$ cat config.mk
export PLATFORM = sky130hd
export DESIGN_NAME = cp0_timer_flat
export DESIGN_NICKNAME = d
export VERILOG_FILES = /design/src/rtl/cp0_timer_if.sv /design/src/rtl/cp0_timer.sv /design/src/flat_wrapper.sv
export SDC_FILE = /design/constraint.sdc
export NUM_CORES = 1
export LEC_CHECK = 0
export CORE_UTILIZATION = 56
export CTS_CLUSTER_DIAMETER = 50
export CTS_CLUSTER_SIZE = 8
export DETAILED_ROUTE_END_ITERATION = 12
export GPL_TIMING_DRIVEN = 0
export MAX_ROUTING_LAYER = met4
export PLACE_DENSITY = 0.86
export SKIP_LAST_GASP = 1
export SYNTH_ARGS = -nofsm -noshare
export SYNTH_HDL_FRONTEND = slang
export SYNTH_SLANG_ARGS = --single-unit
$ cat constraint.sdc
create_clock -name clk -period 7.43 [get_ports clk]
set_input_delay 0.743 -clock clk [delete_from_list [all_inputs] [get_ports clk]]
set_output_delay 0.743 -clock clk [all_outputs]
set_load 0.01 [all_outputs]
$ cat src/rtl/cp0_timer_if.sv
// Bus between the MEM stage and CP0: mfc0/mtc0 access, exception inputs,
// interrupt lines and the handler-entry outputs.
interface cp0_timer_if #(
    parameter int NUM_HWINT = 5
);
    logic [4:0]           A1;
    logic [4:0]           A2;
    logic [31:0]          WD;
    logic                 WE;
    logic [31:0]          PC;
    logic                 BD;
    logic [4:0]           excCode;
    logic [31:0]          badVAddr;
    logic [NUM_HWINT-1:0] HWInt;
    logic                 EXLReset;
    logic                 intExcReq;
    logic [31:0]          EPC;
    logic [31:0]          RD;
    logic                 timerInt;
    logic [NUM_HWINT-1:0] intAck;

    // CP0 side
    modport slave (
        input  A1, A2, WD, WE, PC, BD, excCode, badVAddr, HWInt, EXLReset,
        output intExcReq, EPC, RD, timerInt, intAck
    );

    // pipeline / peripheral side
    modport master (
        output A1, A2, WD, WE, PC, BD, excCode, badVAddr, HWInt, EXLReset,
        input  intExcReq, EPC, RD, timerInt, intAck
    );
endinterface

$ cat src/rtl/cp0_timer.sv
// Coprocessor 0 with configurable hardware interrupt lines, a prescaled
// Count/Compare timer, BadVAddr capture and a per-line interrupt acknowledge.
module cp0_timer #(
    parameter int          NUM_HWINT = 5,
    parameter int          CNT_DIV   = 1,
    parameter logic [31:0] PRID_VAL  = 32'h20373944
) (
    input  logic         clk,
    input  logic         reset,
    cp0_timer_if.slave   bus
);
    // Writable IM bits: one per external line plus the timer bit (15).
    localparam logic [5:0] IM_MASK = {1'b1, 5'((32'd1 << NUM_HWINT) - 32'd1)};
    localparam logic [7:0] DIV_MAX = 8'(CNT_DIV - 1);

    logic [5:0]           r_im;
    logic                 r_exl;
    logic                 r_ie;
    logic                 r_bd;
    logic                 r_ti;
    logic [4:0]           r_exccode;
    logic [NUM_HWINT-1:0] r_iphw;
    logic [31:0]          r_epc;
    logic [31:0]          r_badv;
    logic [31:0]          r_count;
    logic [31:0]          r_compare;
    logic [7:0]           r_presc;
    logic [NUM_HWINT-1:0] r_intack;

    logic [4:0]           w_hw5;
    logic [4:0]           w_iphw5;
    logic [5:0]           w_pend;
    logic                 w_int_req;
    logic                 w_exc_req;
    logic                 w_entry;
    logic                 w_tick;
    logic [31:0]          w_count_inc;
    logic                 w_wr_sr;
    logic                 w_wr_epc;
    logic                 w_wr_count;
    logic                 w_wr_compare;
    logic [NUM_HWINT-1:0] w_ack_sel;
    logic [31:0]          w_sr;
    logic [31:0]          w_cause;

    // Pending sources aligned to IP[15:10]; live HWInt drives the request.
    always_comb begin
        w_hw5   = '0;
        w_iphw5 = '0;
        w_hw5[NUM_HWINT-1:0]   = bus.HWInt;
        w_iphw5[NUM_HWINT-1:0] = r_iphw;
        w_pend    = {r_ti, w_hw5};
        w_int_req = r_ie & ~r_exl & (|(r_im & w_pend));
        w_exc_req = (bus.excCode != 5'd0) & ~r_exl;
        w_entry   = w_int_req | w_exc_req;
    end

    assign w_wr_sr      = bus.WE && (bus.A2 == 5'd12);
    assign w_wr_epc     = bus.WE && (bus.A2 == 5'd14);
    assign w_wr_count   = bus.WE && (bus.A2 == 5'd9);
    assign w_wr_compare = bus.WE && (bus.A2 == 5'd11);
    assign w_tick       = (r_presc == DIV_MAX);
    assign w_count_inc  = r_count + 32'd1;

    // Highest-index enabled and pending external line gets the acknowledge.
    always_comb begin
        w_ack_sel = '0;
        for (int i = 0; i < NUM_HWINT; i++) begin
            if (bus.HWInt[i] && r_im[i]) begin
                w_ack_sel    = '0;
                w_ack_sel[i] = 1'b1;
            end
        end
    end

    // Register read mux (mfc0).
    always_comb begin
        w_sr    = {16'b0, r_im, 8'b0, r_exl, r_ie};
        w_cause = {r_bd, r_ti, 14'b0, r_ti, w_iphw5, 3'b0, r_exccode, 2'b0};
        case (bus.A1)
            5'd8:    bus.RD = r_badv;
            5'd9:    bus.RD = r_count;
            5'd11:   bus.RD = r_compare;
            5'd12:   bus.RD = w_sr;
            5'd13:   bus.RD = w_cause;
            5'd14:   bus.RD = r_epc;
            5'd15:   bus.RD = PRID_VAL;
            default: bus.RD = 32'd0;
        endcase
    end

    // SR, Cause, EPC, BadVAddr and acknowledge; entry overrides eret and mtc0.
    always_ff @(posedge clk) begin
        if (reset) begin
            r_im      <= '0;
            r_exl     <= 1'b0;
            r_ie      <= 1'b0;
            r_bd      <= 1'b0;
            r_exccode <= '0;
            r_iphw    <= '0;
            r_epc     <= '0;
            r_badv    <= '0;
            r_intack  <= '0;
        end else begin
            r_iphw   <= bus.HWInt;
            r_intack <= w_int_req ? w_ack_sel : '0;
            if (w_entry) begin
                r_exl     <= 1'b1;
                r_bd      <= bus.BD;
                r_exccode <= w_int_req ? 5'd0 : bus.excCode;
                r_epc     <= bus.BD ? (bus.PC - 32'd4) : bus.PC;
                if (!w_int_req && (bus.excCode == 5'd4 || bus.excCode == 5'd5))
                    r_badv <= bus.badVAddr;
            end else begin
                if (w_wr_sr) begin
                    r_im  <= bus.WD[15:10] & IM_MASK;
                    r_ie  <= bus.WD[0];
                    r_exl <= bus.EXLReset ? 1'b0 : bus.WD[1];
                end else if (bus.EXLReset) begin
                    r_exl <= 1'b0;
                end
                if (w_wr_epc)
                    r_epc <= bus.WD;
            end
        end
    end

    // Prescaled Count, Compare and the timer-interrupt flag; a Compare write
    // clears TI even if the same tick would set it.
    always_ff @(posedge clk) begin
        if (reset) begin
            r_count   <= '0;
            r_compare <= 32'hFFFF_FFFF;
            r_presc   <= '0;
            r_ti      <= 1'b0;
        end else begin
            if (w_wr_count) begin
                r_count <= bus.WD;
                r_presc <= '0;
            end else if (w_tick) begin
                r_count <= w_count_inc;
                r_presc <= '0;
            end else begin
                r_presc <= r_presc + 8'd1;
            end
            if (w_wr_compare)
                r_compare <= bus.WD;
            if (w_wr_compare)
                r_ti <= 1'b0;
            else if (!w_wr_count && w_tick && (w_count_inc == r_compare))
                r_ti <= 1'b1;
        end
    end

    assign bus.intExcReq = w_entry;
    assign bus.EPC       = r_epc;
    assign bus.timerInt  = r_ti;
    assign bus.intAck    = r_intack;
endmodule

$ cat src/flat_wrapper.sv
// flat-port wrapper written by rule: the top's interface ports become plain ports
module cp0_timer_flat 
#(
    parameter int          NUM_HWINT = 5,
    parameter int          CNT_DIV   = 1,
    parameter logic [31:0] PRID_VAL  = 32'h20373944
)
  (clk, reset, bus_A1, bus_A2, bus_WD, bus_WE, bus_PC, bus_BD, bus_excCode, bus_badVAddr, bus_HWInt, bus_EXLReset, bus_intExcReq, bus_EPC, bus_RD, bus_timerInt, bus_intAck);
  cp0_timer_if #(.NUM_HWINT(NUM_HWINT)) bus_i ();
  input  logic clk;
  input  logic reset;
  input wire logic [$bits(bus_i.A1)-1:0] bus_A1;
  input wire logic [$bits(bus_i.A2)-1:0] bus_A2;
  input wire logic [$bits(bus_i.WD)-1:0] bus_WD;
  input wire logic [$bits(bus_i.WE)-1:0] bus_WE;
  input wire logic [$bits(bus_i.PC)-1:0] bus_PC;
  input wire logic [$bits(bus_i.BD)-1:0] bus_BD;
  input wire logic [$bits(bus_i.excCode)-1:0] bus_excCode;
  input wire logic [$bits(bus_i.badVAddr)-1:0] bus_badVAddr;
  input wire logic [$bits(bus_i.HWInt)-1:0] bus_HWInt;
  input wire logic [$bits(bus_i.EXLReset)-1:0] bus_EXLReset;
  output wire logic [$bits(bus_i.intExcReq)-1:0] bus_intExcReq;
  output wire logic [$bits(bus_i.EPC)-1:0] bus_EPC;
  output wire logic [$bits(bus_i.RD)-1:0] bus_RD;
  output wire logic [$bits(bus_i.timerInt)-1:0] bus_timerInt;
  output wire logic [$bits(bus_i.intAck)-1:0] bus_intAck;
  assign bus_i.A1 = bus_A1;
  assign bus_i.A2 = bus_A2;
  assign bus_i.WD = bus_WD;
  assign bus_i.WE = bus_WE;
  assign bus_i.PC = bus_PC;
  assign bus_i.BD = bus_BD;
  assign bus_i.excCode = bus_excCode;
  assign bus_i.badVAddr = bus_badVAddr;
  assign bus_i.HWInt = bus_HWInt;
  assign bus_i.EXLReset = bus_EXLReset;
  assign bus_intExcReq = bus_i.intExcReq;
  assign bus_EPC = bus_i.EPC;
  assign bus_RD = bus_i.RD;
  assign bus_timerInt = bus_i.timerInt;
  assign bus_intAck = bus_i.intAck;
  cp0_timer #(.NUM_HWINT(NUM_HWINT), .CNT_DIV(CNT_DIV), .PRID_VAL(PRID_VAL)) u_core (.clk(clk), .reset(reset), .bus(bus_i));
endmodule
# == After elaboration in Yosys (flattened, before gate mapping) ==
# Cells that the tools add are included.
# classes
eq_ne,14
n_mux,16
shifts,0
reduce_logical,30
bitwise,8
n_addsub,3
mul,0
n_lt_le_gt_ge,0
div,0
# op_table
operator,count
32-bit one-hot mux with 7 select lines,1
32-bit two-way mux,5
"5-bit by 4-bit equality test with 1-bit output, second input constant",11
"32-bit by 1-bit adder with 32-bit output, second input constant",1
32-bit equality test,1
"32-bit by 3-bit subtractor with 32-bit output, second input constant",1
1-bit logical AND,12
6-bit OR reduction,2
"5-bit by 3-bit equality test with 1-bit output, second input constant",2
5-bit two-way mux,2
"8-bit by 1-bit adder with 8-bit output, second input constant",1
8-bit logical NOT,1
6-bit AND,1
3-bit OR reduction,2
1-bit two-way mux,5
5-bit nonzero test,1
5-bit OR reduction,1
4-bit two-way mux,1
2-bit AND reduction,2
2-bit nonzero test,2
2-bit OR reduction,2
4-bit OR reduction,1
1-bit AND,3
3-bit two-way mux,1
6 further kinds,9
# word_totals
ff_bits,161
mem_bits_ro,0
in_bits,121
latchBits,0
mem_bits_rw,0
output_inout_bits,71
wordCells,88
mem_count,0

# == Logic depth before layout (Yosys ltp) ==
# depth
ltp_word,6
mapped_depth,10

# == Least setup slack after synthesis ==
# No wires, ideal clock.
# synth_path
kind,input-to-output
start,in bus_A1[4]
end,out bus_RD[30]
stages,6
path_slack_ps,4445
t_arrival_ps,2242
cell_sequence,nand2b_1 nor3b_1 and2_1 clkbuf_1 a22oi_1 o21ai_0
# synth_between
elab_chain_len,2
# synth_lines
item,line,source
from (decl),flat_wrapper.sv:12,input wire logic [$bits(bus_i.A1)-1:0] bus_A1;
5-bit by 4-bit equality test with 1-bit output,cp0_timer.sv:80,case (bus.A1)
32-bit one-hot mux with 7 select lines *,cp0_timer.sv:80,
to (decl),flat_wrapper.sv:24,output wire logic [$bits(bus_i.RD)-1:0] bus_RD;
# Every way passes the cells marked *; elsewhere a longest branch is shown, timed or not.

# == Final worst setup path ==
# layout_path
start,in bus_A1[2]
end,out bus_RD[28]
# Same word-level chain as after synthesis.

==> impl_metrics.env <==
export IMPL_outcome="finished, violations left"
export IMPL_violations="max-capacitance violations, max-slew violations"
export IMPL_io_buffers=190
export IMPL_synth_adder_area_share_pct=0.538
export IMPL_p_sw_share_pct=28.6
export IMPL_grt_pass1_vias=9457
export IMPL_max_stage_delay_ns=0.59
export IMPL_timing_fmax_mhz=207
export IMPL_drive_gt1_share_pct=5.05
export IMPL_cellLeakagePower_nw=4.18
export IMPL_placementRows=46
export IMPL_dp_hpwl_mm=28.7
export IMPL_final_hold_violation_count=0
export IMPL_synth_top_family_by_area="simple AND/OR/NAND/NOR gates"
export IMPL_p_int_mw=1.56
export IMPL_drt_vias_per_instance=6.32
export IMPL_fin_crit_ns=4.83
export IMPL_p_per_area_nw_per_um2=181
export IMPL_syn_num_nets=1327
export IMPL_drt_iter0_drc=1369
export IMPL_synth_most_common_cell="nand2_1"
export IMPL_die_area_um2=17100
export IMPL_num_vias=10400
export IMPL_max_slew_worst_pin_slew_ns=1.54
export IMPL_track_usage_pct=44.5
export IMPL_firstDrtPassIters=8
export IMPL_whs_ns=0.457
export IMPL_critPathRequiredTime_ns=6.69
export IMPL_postCtsSetupRepairBufs=0
export IMPL_min_period_over_period_pct=65.0
export IMPL_maxCapViolations=1
export IMPL_synth_common_cells="nand2_1, dfxtp_1, nor2_1"
export IMPL_crit_top_cell="clkbuf_1"
export IMPL_worstPathArrival_ns=4.08
export IMPL_syn_area_um2=9300
export IMPL_skew_ns=0.0137
export IMPL_worstSetupEndpointType="primary output"
export IMPL_crit_fanout=10
export IMPL_clock_sinks=161
export IMPL_htree_num_levels=4
export IMPL_place_area_um2=11500
export IMPL_ant_nets=0
export IMPL_synth_compound_area_share_pct=18.1
export IMPL_path_buf_inv=5
export IMPL_cts_resized_gates=0
export IMPL_ys_flop_type="dfxtp_1"
export IMPL_criticalPathCategory="in -> out"
export IMPL_clkTransAtPathRegs_ns=0.06
export IMPL_die_h_um=131
export IMPL_p_clk_share_pct=42.6
export IMPL_core_area_um2=16100
export IMPL_pwr_share_seq_pct=42.3
export IMPL_p_total_mw=2.19
export IMPL_synth_seq_area_share_pct=34.7
export IMPL_synth_edf_count=0
export IMPL_power_switching_mw=0.626
export IMPL_ys_async_sr_fraction_pct=0
export IMPL_synth_top_area_cell="dfxtp_1"
export IMPL_yosys_area_top_type_share_pct=34.7
export IMPL_initial_utilization_pct=57.9
export IMPL_grt_max_degree=18
export IMPL_ioPinCount=192
export IMPL_tritoncts="built"
export IMPL_slew_headroom_pct=-4.21
export IMPL_gp_congestion=1.01
export IMPL_postCtsHoldBufs=0
export IMPL_syn_avg_cell_area_um2=7.74
export IMPL_antenna_found_initial=1
export IMPL_clk_path_buf_depth=2
export IMPL_synth_cells=1202
export IMPL_cpLargestDelayFamily="buffers and inverters"
export IMPL_ys_top_cells_by_area="dfxtp_1, nand2_1, xnor2_1, a211oi_1, nor2_1"
export IMPL_final_max_slew_viol_count=4
export IMPL_grt_pass1_wl_mm=54.0
export IMPL_drc=0
export IMPL_ys_warnings_count=0
export IMPL_clk_latency_ns=0.45
export IMPL_area_delta_synth_final_pct=30.1
export IMPL_yosys_area_share_simple_pct=25.9
export IMPL_cp_cell_sequence="clkdlybuf4s50_1 -> clkbuf_1 -> and3_1 -> clkbuf_1 -> nor2b_1 -> clkbuf_1 -> nand2_1 -> o21ai_0 -> clkdlybuf4s50_1"
export IMPL_rsz0062_at_grt="no"
export IMPL_worstSetupStartpointType="input port"
export IMPL_die_w_um=131
export IMPL_p_comb_share_pct=15.1
export IMPL_finalSetupTns_ns=0
export IMPL_cp_slowest_cell="clkdlybuf4s50_1"
export IMPL_nets=1537
export IMPL_clockRootBuffer="clkbuf_16"
export IMPL_min_path_type="reg -> reg"
export IMPL_setup_viol=0
export IMPL_irDropWorstVdd_mv=0.136
export IMPL_wl_per_cell_um=22.4
export IMPL_final_area_um2=12100
export IMPL_grt_overflow=0
export IMPL_numCtsBuffers=17
export IMPL_synth_cell_types=62
export IMPL_synth_seq_cells=161
export IMPL_totalWireLength_mm=36.8
export IMPL_muxShareOfSynthArea_pct=6.42
export IMPL_synth_xor_area_share_pct=9.51
==> power by group through the flow <==
stage | clock, mW | sequential (mW) | combinational, mW
floorplan | 0 | 0.938 | 0.133
global placement | 0 | 0.941 | 0.314
detailed placement | 0 | 0.942 | 0.318
CTS | 0.923 | 0.922 | 0.321
global route | 0.957 | 0.926 | 0.346
finish | 0.932 | 0.924 | 0.330
==> registers in the layout, summed over array words and instances (netlist names) <==
| register | cells |
|---|---|
| u_core.r_count | 32 |
| u_core.r_exccode | 5 |
| u_core.r_presc | 8 |
| u_core.bus.intAck | 5 |
| u_core.r_compare | 32 |
| u_core.bus.EPC | 32 |
| u_core.r_badv | 32 |
| u_core.r_im | 6 |
| u_core.r_iphw | 5 |
| u_core.r_bd | 1 |
| u_core.bus.timerInt | 1 |
| u_core.r_ie | 1 |
| u_core.r_exl | 1 |
==> path summary, 6_finish.rpt <==
path | from | to | slack [ns] | cells after the start
setup / recovery | bus_A1[2] | bus_RD[28] | 2.60 | 9
hold / removal | u_core.r_badv[15] | u_core.r_badv[15] | 0.46 | 2
setup reg to reg | u_core.r_count[0] | u_core.bus.timerInt | 4.25 | 10
hold reg to reg | u_core.r_badv[15] | u_core.r_badv[15] | 0.46 | 2
==> per-layer routing <==
| layer | up-vias | part of all wire (%) | global-route usage [%] |
|---|---|---|---|
| met5 | - | 0 | - |
| met4 | 0 | 4.5 | 21.8 |
| met3 | 128 | 11 | 8.96 |
| met2 | 722 | 45 | 69.7 |
| met1 | 4822 | 39 | 54.6 |
| li1 | 4702 | - | - |
==> final cells by class <==
| class | count | area [um2] |
|---|---|---|
| multi-input combinational | 928 | 5640 |
| fill | 1219 | 3950 |
| sequential | 161 | 3220 |
| timing repair buffer | 191 | 1910 |
| clock buffer | 17 | 425 |
| buffer | 98 | 395 |
| tap | 216 | 270 |
| clock inverter | 15 | 185 |
| inverter | 15 | 56.3 |
| antenna | 1 | 2.50 |
==> logic make-up after synthesis <==
kind of cell             after synthesis
adder cells (fa/ha/maj)                4
XOR/XNOR                             101
multiplexers                          57
buffers and inverters                113
AO/OA/AOI/OAI                        254
flip-flops                           161
AND/OR/NAND/NOR                      512
==> tightest hold or removal path, stage by stage, from the launching register on <==
cell     delay [ns]
dfxtp_1        0.31
nand2_1        0.05
a21oi_1        0.05
==> metrics by stage <==
| step | std cells | util [%] | setup slack [ns] |
|---|---|---|---|
| floorplan | 1202 | - | 4.44 |
| global placement | 1608 | 71.4 | 2.66 |
| detailed placement | 1609 | 71.5 | 2.69 |
| CTS | 1641 | 75.3 | 2.66 |
| global route | 1642 | 75.4 | 2.51 |
| finish | 1642 | 75.4 | 2.60 |
==> cells in the final DEF, fill, tap and decap left out, types with 39 or more instances in the layout <==
cell             instances
a211oi_1                65
clkbuf_1                78
nand2_1                197
clkdlybuf4s50_1        190
nand3_1                 63
xnor2_1                 62
a21oi_1                 63
xor2_1                  39
dfxtp_1                161
nor2_1                 106
Note: power is estimated with default switching activity, not from simulation.
